`config.mk`:
```
export PLATFORM = sky130hd
export DESIGN_NAME = fwd_src_tracker_flat
export DESIGN_NICKNAME = d
export VERILOG_FILES = /design/src/rtl/fwd_src_tracker_pkg.sv /design/src/rtl/fwd_src_tracker_if.sv /design/src/rtl/fwd_src_tracker_match_prio.sv /design/src/rtl/fwd_src_tracker.sv /design/src/flat_wrapper.sv
export SDC_FILE = /design/constraint.sdc
export NUM_CORES = 1
export LEC_CHECK = 0
export BUFFER_PORTS_ARGS = -buffer_cell sky130_fd_sc_hd__buf_2
export CORE_ASPECT_RATIO = 0.5
export CORE_UTILIZATION = 45
export CTS_CLUSTER_DIAMETER = 120
export DETAILED_ROUTE_END_ITERATION = 8
export PLACE_DENSITY_LB_ADDON = 0.15
export SYNTH_ARGS = -nofsm -noshare
export SYNTH_HDL_FRONTEND = slang
export SYNTH_SLANG_ARGS = --single-unit
```
`constraint.sdc`:
```
create_clock -name clk -period 5.05 [get_ports clk]
set_input_delay 0.7575 -clock clk [delete_from_list [all_inputs] [get_ports clk]]
set_output_delay 0.7575 -clock clk [all_outputs]
set_load 0.01 [all_outputs]
```
`src/rtl/fwd_src_tracker_pkg.sv`:
```
// -----------------------------------------------------------------------------
// fwd_src_tracker_pkg
// Shared pipeline definitions for the forwarding-source tracker and for any
// consumer of its forwarding selects.
//
// Contents:
//   FWD_*          default widths/counts for the back-end pipeline
//   reg_idx_t      5-bit architectural register index
//   fwd_entry_t    one in-flight producer record {valid, rd[, lat]}
//
// Optional feature macro: FWD_LOAD_USE_STALL_EN
//   When defined, fwd_entry_t carries the result-ready stage (lat) so that
//   consumers can detect a producer whose result is not yet available.
// -----------------------------------------------------------------------------
package fwd_src_tracker_pkg;

    localparam int FWD_DATA_WIDTH = 32;
    localparam int FWD_SOURCE_NUM = 3;
    localparam int FWD_PIPE_NUM   = 2;
    localparam int FWD_RD_PORTS   = 2;

    // Stored latency width. Fixed at 4 bits so the entry layout does not
    // depend on a particular SOURCE_NUM (supports up to 15 stages).
    localparam int FWD_LAT_W      = 4;

    typedef logic [4:0] reg_idx_t;

    typedef struct packed {
        logic                 valid;
        reg_idx_t             rd;
`ifdef FWD_LOAD_USE_STALL_EN
        logic [FWD_LAT_W-1:0] lat;
`endif
    } fwd_entry_t;

endpackage : fwd_src_tracker_pkg

```
`src/rtl/fwd_src_tracker_if.sv`:
```
// -----------------------------------------------------------------------------
// fwd_src_tracker_if
// Groups the issue-side inputs and the per-port forwarding outputs of the
// forwarding-source tracker.
//
// Signals:
//   issue_valid_i [PIPE_NUM]                     instruction issued per pipe
//   issue_rd_i    [PIPE_NUM][5]                  destination register (r0 = none)
//   issue_lat_i   [PIPE_NUM][LAT_IN_W]           first stage with a valid result
//   stall_i                                      back-end hold
//   flush_i                                      kill all in-flight entries
//   rs_i          [PIPE_NUM][RD_PORTS][5]        source registers read at issue
//   sel_vec_o     [PIPE_NUM][RD_PORTS][SRC+1]    one-hot select, bit 0 = regfile
//   pipe_sel_o    [PIPE_NUM][RD_PORTS][PSEL_W]   producing pipe
//   hazard_o      [PIPE_NUM]                     producer found but not ready
//
// Handshake: there is no valid/ready pair. Issue inputs are sampled on every
// rising clk edge where stall_i and flush_i are low; outputs are a pure
// combinational function of the stored entries and rs_i, valid every cycle.
//
// Modports: master drives the issue side (issue stage / bench),
//           slave is the tracker.
// -----------------------------------------------------------------------------
interface fwd_src_tracker_if #(
    parameter int SOURCE_NUM = 3,
    parameter int PIPE_NUM   = 2,
    parameter int RD_PORTS   = 2
);
    localparam int LAT_IN_W = $clog2(SOURCE_NUM + 1);
    localparam int PSEL_W   = (PIPE_NUM > 1) ? $clog2(PIPE_NUM) : 1;

    logic [PIPE_NUM-1:0]                               issue_valid_i;
    logic [PIPE_NUM-1:0][4:0]                          issue_rd_i;
    logic [PIPE_NUM-1:0][LAT_IN_W-1:0]                 issue_lat_i;
    logic                                              stall_i;
    logic                                              flush_i;
    logic [PIPE_NUM-1:0][RD_PORTS-1:0][4:0]            rs_i;
    logic [PIPE_NUM-1:0][RD_PORTS-1:0][SOURCE_NUM:0]   sel_vec_o;
    logic [PIPE_NUM-1:0][RD_PORTS-1:0][PSEL_W-1:0]     pipe_sel_o;
    logic [PIPE_NUM-1:0]                               hazard_o;

    modport master (
        output issue_valid_i, issue_rd_i, issue_lat_i, stall_i, flush_i, rs_i,
        input  sel_vec_o, pipe_sel_o, hazard_o
    );

    modport slave (
        input  issue_valid_i, issue_rd_i, issue_lat_i, stall_i, flush_i, rs_i,
        output sel_vec_o, pipe_sel_o, hazard_o
    );

endinterface : fwd_src_tracker_if

```
`src/rtl/fwd_src_tracker_match_prio.sv`:
```
// -----------------------------------------------------------------------------
// fwd_match_prio
// Youngest-producer search for one source-operand port.
//
// Ports:
//   rs_i        source register of this port
//   entries_i   all in-flight entries, [stage SOURCE_NUM:1][pipe]
//   sel_vec_o   one-hot forwarding select (bit 0 = register file)
//   pipe_sel_o  pipe of the selected producer (0 when none)
//   hazard_o    selected producer has not reached its ready stage
//
// Optional feature macro: FWD_LOAD_USE_STALL_EN (enables hazard detection;
// otherwise hazard_o is tied low and every producer counts as ready).
// -----------------------------------------------------------------------------
module fwd_match_prio
    import fwd_src_tracker_pkg::*;
#(
    parameter int SOURCE_NUM = 3,
    parameter int PIPE_NUM   = 2,
    parameter int PSEL_W     = 1
) (
    input  reg_idx_t                                   rs_i,
    input  fwd_entry_t [SOURCE_NUM:1][PIPE_NUM-1:0]    entries_i,
    output logic [SOURCE_NUM:0]                        sel_vec_o,
    output logic [PSEL_W-1:0]                          pipe_sel_o,
    output logic                                       hazard_o
);

    logic              found;
    int                hit_s;
    logic [PSEL_W-1:0] hit_p;
    logic              late;

    always_comb begin
        found = 1'b0;
        hit_s = 0;
        hit_p = '0;
        late  = 1'b0;
        // Scan from oldest to youngest so the last hit is the youngest:
        // lowest stage wins, and within a stage the highest pipe wins.
        for (int s = SOURCE_NUM; s >= 1; s--) begin
            for (int p = 0; p < PIPE_NUM; p++) begin
                if (entries_i[s][p].valid && (entries_i[s][p].rd == rs_i)) begin
                    found = 1'b1;
                    hit_s = s;
                    hit_p = PSEL_W'(p);
`ifdef FWD_LOAD_USE_STALL_EN
                    late  = (FWD_LAT_W'(s) < entries_i[s][p].lat);
`else
                    late  = 1'b0;
`endif
                end
            end
        end
        // r0 is hard-wired zero: never forward it.
        if (rs_i == 5'd0) begin
            found = 1'b0;
        end

        sel_vec_o  = '0;
        pipe_sel_o = '0;
        hazard_o   = 1'b0;
        if (!found) begin
            sel_vec_o[0] = 1'b1;
        end else begin
            pipe_sel_o = hit_p;
            if (late) begin
                // Result not produced yet: select nothing, flag the stall.
                hazard_o = 1'b1;
            end else begin
                sel_vec_o[hit_s] = 1'b1;
            end
        end
    end

endmodule : fwd_match_prio

```
`src/rtl/fwd_src_tracker.sv`:
```
// -----------------------------------------------------------------------------
// fwd_src_tracker
// Tracks in-flight register writers across SOURCE_NUM back-end stages and
// PIPE_NUM issue pipes, and for each source operand being read at issue
// reports which stage/pipe should forward the value.
//
// Ports:
//   clk   single clock
//   rst   asynchronous active-high reset (clears all entries)
//   bus   fwd_src_tracker_if.slave: issue inputs, stall/flush, source
//         registers, forwarding selects, pipe selects, hazard flags
//
// Parameters: DATA_WIDTH (no datapath here), SOURCE_NUM, PIPE_NUM, RD_PORTS.
//
// Optional feature macro: FWD_LOAD_USE_STALL_EN
//   Defined:   each entry stores the first ready stage; a youngest match
//              that is not ready yet raises hazard_o for the reading pipe
//              and drives an all-zero select for that port.
//   Undefined: no latency storage, hazard_o tied low.
//
// Operands produced by an older pipe of the same issue group are not seen
// here; the issue logic resolves those.
// -----------------------------------------------------------------------------
module fwd_src_tracker
    import fwd_src_tracker_pkg::*;
#(
    parameter int DATA_WIDTH = FWD_DATA_WIDTH,
    parameter int SOURCE_NUM = FWD_SOURCE_NUM,
    parameter int PIPE_NUM   = FWD_PIPE_NUM,
    parameter int RD_PORTS   = FWD_RD_PORTS
) (
    input logic              clk,
    input logic              rst,
    fwd_src_tracker_if.slave bus
);

    localparam int PSEL_W = (PIPE_NUM > 1) ? $clog2(PIPE_NUM) : 1;

    if (DATA_WIDTH < 1) begin : g_bad_data_width
        $error("fwd_src_tracker: DATA_WIDTH must be positive");
    end

    fwd_entry_t [SOURCE_NUM:1][PIPE_NUM-1:0] entry_q;
    fwd_entry_t [SOURCE_NUM:1][PIPE_NUM-1:0] entry_d;

    // ---------------- entry shift register ----------------
    always_comb begin
        entry_d = entry_q;
        if (bus.flush_i) begin
            for (int s = 1; s <= SOURCE_NUM; s++) begin
                for (int p = 0; p < PIPE_NUM; p++) begin
                    entry_d[s][p].valid = 1'b0;
                end
            end
        end else if (!bus.stall_i) begin
            for (int s = SOURCE_NUM; s >= 2; s--) begin
                entry_d[s] = entry_q[s-1];
            end
            for (int p = 0; p < PIPE_NUM; p++) begin
                entry_d[1][p].valid = bus.issue_valid_i[p] && (bus.issue_rd_i[p] != 5'd0);
                entry_d[1][p].rd    = bus.issue_rd_i[p];
`ifdef FWD_LOAD_USE_STALL_EN
                entry_d[1][p].lat   = FWD_LAT_W'(bus.issue_lat_i[p]);
`endif
            end
        end
    end

    always_ff @(posedge clk or posedge rst) begin
        if (rst) begin
            entry_q <= '0;
        end else begin
            entry_q <= entry_d;
        end
    end

`ifndef FWD_LOAD_USE_STALL_EN
    // Latency inputs have no consumer in this build.
    logic unused_lat;
    assign unused_lat = ^bus.issue_lat_i;
`endif

    // ---------------- per-port priority search ----------------
    logic [PIPE_NUM-1:0][RD_PORTS-1:0][SOURCE_NUM:0] sel_vec;
    logic [PIPE_NUM-1:0][RD_PORTS-1:0][PSEL_W-1:0]   pipe_sel;
    logic [PIPE_NUM-1:0][RD_PORTS-1:0]               port_haz;
    logic [PIPE_NUM-1:0]                             hazard;

    for (genvar gp = 0; gp < PIPE_NUM; gp++) begin : g_pipe
        for (genvar gr = 0; gr < RD_PORTS; gr++) begin : g_port
            fwd_match_prio #(
                .SOURCE_NUM (SOURCE_NUM),
                .PIPE_NUM   (PIPE_NUM),
                .PSEL_W     (PSEL_W)
            ) u_match (
                .rs_i       (bus.rs_i[gp][gr]),
                .entries_i  (entry_q),
                .sel_vec_o  (sel_vec[gp][gr]),
                .pipe_sel_o (pipe_sel[gp][gr]),
                .hazard_o   (port_haz[gp][gr])
            );
        end
        // A pipe stalls if any of its operands is waiting on a producer.
        assign hazard[gp] = |port_haz[gp];
    end

    assign bus.sel_vec_o  = sel_vec;
    assign bus.pipe_sel_o = pipe_sel;
    assign bus.hazard_o   = hazard;

endmodule : fwd_src_tracker

```
`src/flat_wrapper.sv`:
```
// flat-port wrapper written by rule: the top's interface ports become plain ports
module fwd_src_tracker_flat import fwd_src_tracker_pkg::*;
#(
    parameter int DATA_WIDTH = FWD_DATA_WIDTH,
    parameter int SOURCE_NUM = FWD_SOURCE_NUM,
    parameter int PIPE_NUM   = FWD_PIPE_NUM,
    parameter int RD_PORTS   = FWD_RD_PORTS
)
  (clk, rst, bus_issue_valid_i, bus_issue_rd_i, bus_issue_lat_i, bus_stall_i, bus_flush_i, bus_rs_i, bus_sel_vec_o, bus_pipe_sel_o, bus_hazard_o);
  fwd_src_tracker_if #(.SOURCE_NUM(SOURCE_NUM), .PIPE_NUM(PIPE_NUM), .RD_PORTS(RD_PORTS)) bus_i ();
  input logic clk;
  input logic rst;
  input wire logic [$bits(bus_i.issue_valid_i)-1:0] bus_issue_valid_i;
  input wire logic [$bits(bus_i.issue_rd_i)-1:0] bus_issue_rd_i;
  input wire logic [$bits(bus_i.issue_lat_i)-1:0] bus_issue_lat_i;
  input wire logic [$bits(bus_i.stall_i)-1:0] bus_stall_i;
  input wire logic [$bits(bus_i.flush_i)-1:0] bus_flush_i;
  input wire logic [$bits(bus_i.rs_i)-1:0] bus_rs_i;
  output wire logic [$bits(bus_i.sel_vec_o)-1:0] bus_sel_vec_o;
  output wire logic [$bits(bus_i.pipe_sel_o)-1:0] bus_pipe_sel_o;
  output wire logic [$bits(bus_i.hazard_o)-1:0] bus_hazard_o;
  assign bus_i.issue_valid_i = bus_issue_valid_i;
  assign bus_i.issue_rd_i = bus_issue_rd_i;
  assign bus_i.issue_lat_i = bus_issue_lat_i;
  assign bus_i.stall_i = bus_stall_i;
  assign bus_i.flush_i = bus_flush_i;
  assign bus_i.rs_i = bus_rs_i;
  assign bus_sel_vec_o = bus_i.sel_vec_o;
  assign bus_pipe_sel_o = bus_i.pipe_sel_o;
  assign bus_hazard_o = bus_i.hazard_o;
  fwd_src_tracker #(.DATA_WIDTH(DATA_WIDTH), .SOURCE_NUM(SOURCE_NUM), .PIPE_NUM(PIPE_NUM), .RD_PORTS(RD_PORTS)) u_core (.clk(clk), .rst(rst), .bus(bus_i));
endmodule
```
After elaboration in Yosys (flattened, before gate mapping). Index checks and enable logic that the tools add are counted. W data, S select, Z words.

$lt $le $gt $ge: 8. Equal/unequal tests: 25. Multiplexer cells: 99. Bitwise logic cells: 2. Reduce and logical (&&, ||, !) cells: 37.

Operators by type and width (count): $mux W32 (20); $ge A32 B1 Y1 const B (4); $lt A32 B4 Y1 const B (4); $eq A5 B5 Y1 (24); $mux W1 (66); $mux W36 (1); $logic_and A1 B1 Y1 (30); $logic_not A5 Y1 (4); $mux W3 (4); $reduce_bool A5 Y1 (2); $demux W1 S2 (4); $mux W2 (4); $ne A2 B1 Y1 const B (1); $not A1 Y1 (2); $reduce_and A2 Y1 (1).

Register bits: 36. Output and inout port bits: 22. Logic and storage cells: 183.

Depth between registers and ports, before layout.
Depth after elaboration: 13. Mapped depth: 7.

Modules after synthesis. From an unflattened synthesis, not the netlist that was laid out.

Cells, all modules: 338. Area, all modules: 3642.2 um^2.

By module, submodules not included: fwd_match_prio (instances 4, cells each 62, area each 528.0 um^2); fwd_src_tracker (instances 1, cells each 90, area each 1530.2 um^2).

Worst setup path before layout. OpenSTA, ideal clock, no wires.

Kind: input-to-output. Start point: input bus_rs_i[4]. End point: output bus_pipe_sel_o[0]. Arrival time: 1.972 ns. Setup slack: 2.321 ns. Stages: 7. Buffers on the path: 2. Cell sequence: buf_2 -> xor2_1 -> nor4_1 -> and3_2 -> nor3_2 -> a221oi_2 -> buf_4.

Word-level cells in the longest chain between the ends: 10. Elaborated cells between the ends (all ways): 26.

RTL lines: start, declared (RTL line flat_wrapper.sv:18) `input wire logic [$bits(bus_i.rs_i)-1:0] bus_rs_i;`; $eq A5 B5 Y1 (RTL line fwd_src_tracker_match_prio.sv:43) `if (entries_i[s][p].valid && (entries_i[s][p].rd == rs_i)) begin`; $logic_and A1 B1 Y1 (RTL line fwd_src_tracker_match_prio.sv:43); $mux W1 (6 in series) (RTL line fwd_src_tracker_match_prio.sv:43); $mux W1 (RTL line fwd_src_tracker_match_prio.sv:56) `if (rs_i == 5'd0) begin`; $mux W1 * (RTL line fwd_src_tracker_match_prio.sv:63) `if (!found) begin`; end, declared (RTL line flat_wrapper.sv:20) `output wire logic [$bits(bus_i.pipe_sel_o)-1:0] bus_pipe_sel_o;`.

Every way passes the cells marked *; elsewhere a longest branch is shown, timed or not.

Worst setup path after layout.
Start point: input bus_rs_i[3]. End point: output bus_sel_vec_o[2].

Word-level cells in the longest chain between the ends: 13. Elaborated cells between the ends (all ways): 32.

RTL lines: $eq A5 B5 Y1 (RTL line fwd_src_tracker_match_prio.sv:43); $logic_and A1 B1 Y1 (RTL line fwd_src_tracker_match_prio.sv:43); $mux W2 (RTL line fwd_src_tracker_match_prio.sv:43); $mux W32 (5 in series) (RTL line fwd_src_tracker_match_prio.sv:43); $ge A32 B1 Y1 (not written as such) / $lt A32 B4 Y1 (equally long branches) (RTL line fwd_src_tracker_match_prio.sv:71) `sel_vec_o[hit_s] = 1'b1;`; $logic_and A1 B1 Y1 (not written as such) (RTL line fwd_src_tracker_match_prio.sv:71); $mux W1 (not written as such) (RTL line fwd_src_tracker_match_prio.sv:71); $demux W1 S2 (RTL line fwd_src_tracker_match_prio.sv:71); $mux W3 * (RTL line fwd_src_tracker_match_prio.sv:63); end, declared (RTL line flat_wrapper.sv:19) `output wire logic [$bits(bus_i.sel_vec_o)-1:0] bus_sel_vec_o;`.

Marked as above.

==> run metrics <==
outcome finished clean; Final ANT Viol Nets 0; DR WL/cell approximately 19 µm; PortBufs 55; CTS max path bufs 2; Fillers ~730; Slew Viols, Final 0; final period utilization 0.6004; switching part of the total 0.3548; startpoint types input port; sequential share of the synthesized area 0.2497; Ys Warns 0; router iterations before antenna repair 4; DPL Wire Length ~7000 µm; Lkg Pwr around 1.5 nW; share of the synthesized area in the top cell type 0.2497; wirelength, routed ~9100 µm; setup TNS 0 ps; Power per Cell Area around 330 nW/µm²; CP Class input port to output pin; via count roughly 2600; setup bufs post-CTS 0; Synth cell types 31; Yosys top cell by area dfrtp_1; crit path from bus_rs_i[3]; placed instance area between 3000 and 4000 µm²; diode count 0; Area Overhead vs Synth 3.710%; CP endpoint kind output pin; initial antenna violation count 0; Slowest-stage cell, CP nor4_1; maximum VDD drop around 170 µV; final hold vios 0; H-tree depth 2; CP peak stage delay 320 ps; EDFF count, synth 0; TritonCTS Buffers 5; post-cts repair resize count 0; crit path DAT approximately 2300 ps; I/O pin count a little over 60; CP dominant cell by count buf_2; FF-to-FF path depth 2; Hold-fix buffers, CTS 0; CP cell instances buf_2, xor2_1, nor4_1, and3_1, a31oi_2, nor4_2, buf_2; Synth Cell Area around 3600 µm²; Worst Path Required 4290 ps; Syn Inst Count approximately 370; Reg2Reg Launch Point u_core.entry_q[17]$_DFFE_PP0P_; GRT overflow 0; Crit path buffers/inverters 2; clock sinks 36; vias per cell roughly 5.5; Clk Tree Root Cell clkbuf_16; worst-margin pin slew 772.7 ps; Row Count 22; Initial Utilization 0.4784; DR DRC count 0; RSZ-0062 raised after global routing no; Starting DRT DRC Count ~170; routability cong. 0.9920; Internal Power approximately 0.8 mW; sequential share of power 0.418; fin area 3742 µm²; pin count of the biggest net entering global routing 37; fraction of layout cells with a size suffix above 1 0.3351; Mean Syn Cell Area between 9 and 10 µm²; post-synthesis async set-or-reset flop share 1.000; Top delay family on crit path simple AND/OR/NAND/NOR gates; vias in the first global route 2630; Max Cap Viol 0; Die ar. ~8400 µm²; Die Y about 65 µm; clock share of power 0.274; CTS tree yes; worst hold path type input port to asynchronous set/reset pin; Top Registers u_core.entry_q x36; CTS clk-pin slew, worst paths approximately 50 ps; Gate power share 0.308; fin nets slightly above 400; Die W between 100 and 150 µm; crit path time final roughly 3000 ps; most frequent cells in the layout 64 x xor2_1, 56 x xnor2_1, 55 x buf_2; net switching power 0.4393 mW; Fmax around 330 MHz; Core Area around 7500 µm²; Slew HR 0.4843; ys flop type dfrtp_1; Final setup viols 0; global-route wire length before repair 14480 µm; GRT Overall Usage 0.2318; crit-path max FO 7; Seq cells post-synth 36; commonest non-fill, non-tap cell in the layout xor2_1; clock skew about 1.3 ps; Worst-Skew Late Latency about 270 ps; R2R Path End u_core.entry_q[29]$_DFFE_PP0P_; Reg with most FFs u_core.entry_q; flop-to-flop setup slack about 4100 ps; max reg flops 36; top post-synthesis cells by area dfrtp_1 25%, xor2_1 16%, xnor2_1 14%
kinds of logic after synthesis:
| kind of cell | Yosys count | share of synthesized area |
|---|---|---|
| xor+xnor | 120 | 0.2913 |
| compound gates | 28 | 0.06935 |
| simple gates | 83 | 0.1508 |
| other cells | 1 | 0.001039 |
| buf+inv | 66 | 0.1332 |
| flops | 36 | 0.2497 |
| mux | 34 | 0.1047 |
worst max-delay path by stage:
stage | endpoint | slack (ps) | cells after the start
floorplan | bus_pipe_sel_o[0] | 2320 | 7
global placement | bus_sel_vec_o[2] | 2140 | 7
detailed placement | bus_sel_vec_o[2] | 2040 | 7
CTS | bus_sel_vec_o[2] | 2030 | 7
global route | bus_sel_vec_o[2] | 1950 | 7
finish | bus_sel_vec_o[2] | 2020 | 7
routing by layer:
layer  wire, µm  up-vias  global-route usage
li1           -     1238                   -
met1       4180     1302              0.3333
met2       4138       97              0.3676
met3        767        4             0.03990
met4         38        0             0.03971
met5          0        -                   0
tightest hold or removal path: cells and delay by family:
family	cells	cell delay, ps
buffers and inverters	3	520
cell usage after synthesis, types with 5 or more instances:
library cell and n:
dfrtp_1 36, nor2_1 17, nand4_1 8, buf_6 19, nor4_2 8, xnor2_1 56
and3_2 8, nand2_1 8, xor2_1 64, buf_4 15, or4_1 6, nor4_1 12
buf_2 24, mux2_2 30, inv_1 5
power by group through the flow:
stage / clock (mW) / sequential, mW / combinational [mW]
2_1_floorplan: 0 / 0.365 / 0.495
3_3_place_gp: 0 / 0.514 / 0.361
3_5_place_dp: 0 / 0.519 / 0.380
4_1_cts: 0.348 / 0.514 / 0.382
5_1_grt: 0.362 / 0.525 / 0.425
6_report: 0.340 / 0.518 / 0.381
metrics by stage:
stage               setup slack, ps  total power [mW]  std cells  hold WS, ps    util
finish                         2018             1.238        481        577.8  0.4962
floorplan                      2321            0.8598        369        531.7       -
detailed placement             2043            0.8989        473        675.0  0.4745
CTS                            2035             1.245        481        597.1  0.4962
global route                   1954             1.312        481        627.7  0.4962
global placement               2136            0.8752        473        663.4  0.4745
final cells by class:
class | instances | area (µm²) | area share
timing repair buffer | 57 | 290.3 | 0.07757
clock buffer | 6 | 128.9 | 0.03444
sequential | 36 | 900.9 | 0.2407
inverter | 5 | 18.77 | 0.005015
tap | 108 | 135.1 | 0.03611
multi-input combinational | 267 | 2233 | 0.5968
clock inverter | 2 | 35.03 | 0.009361
Note: power is estimated with default switching activity, not from simulation.
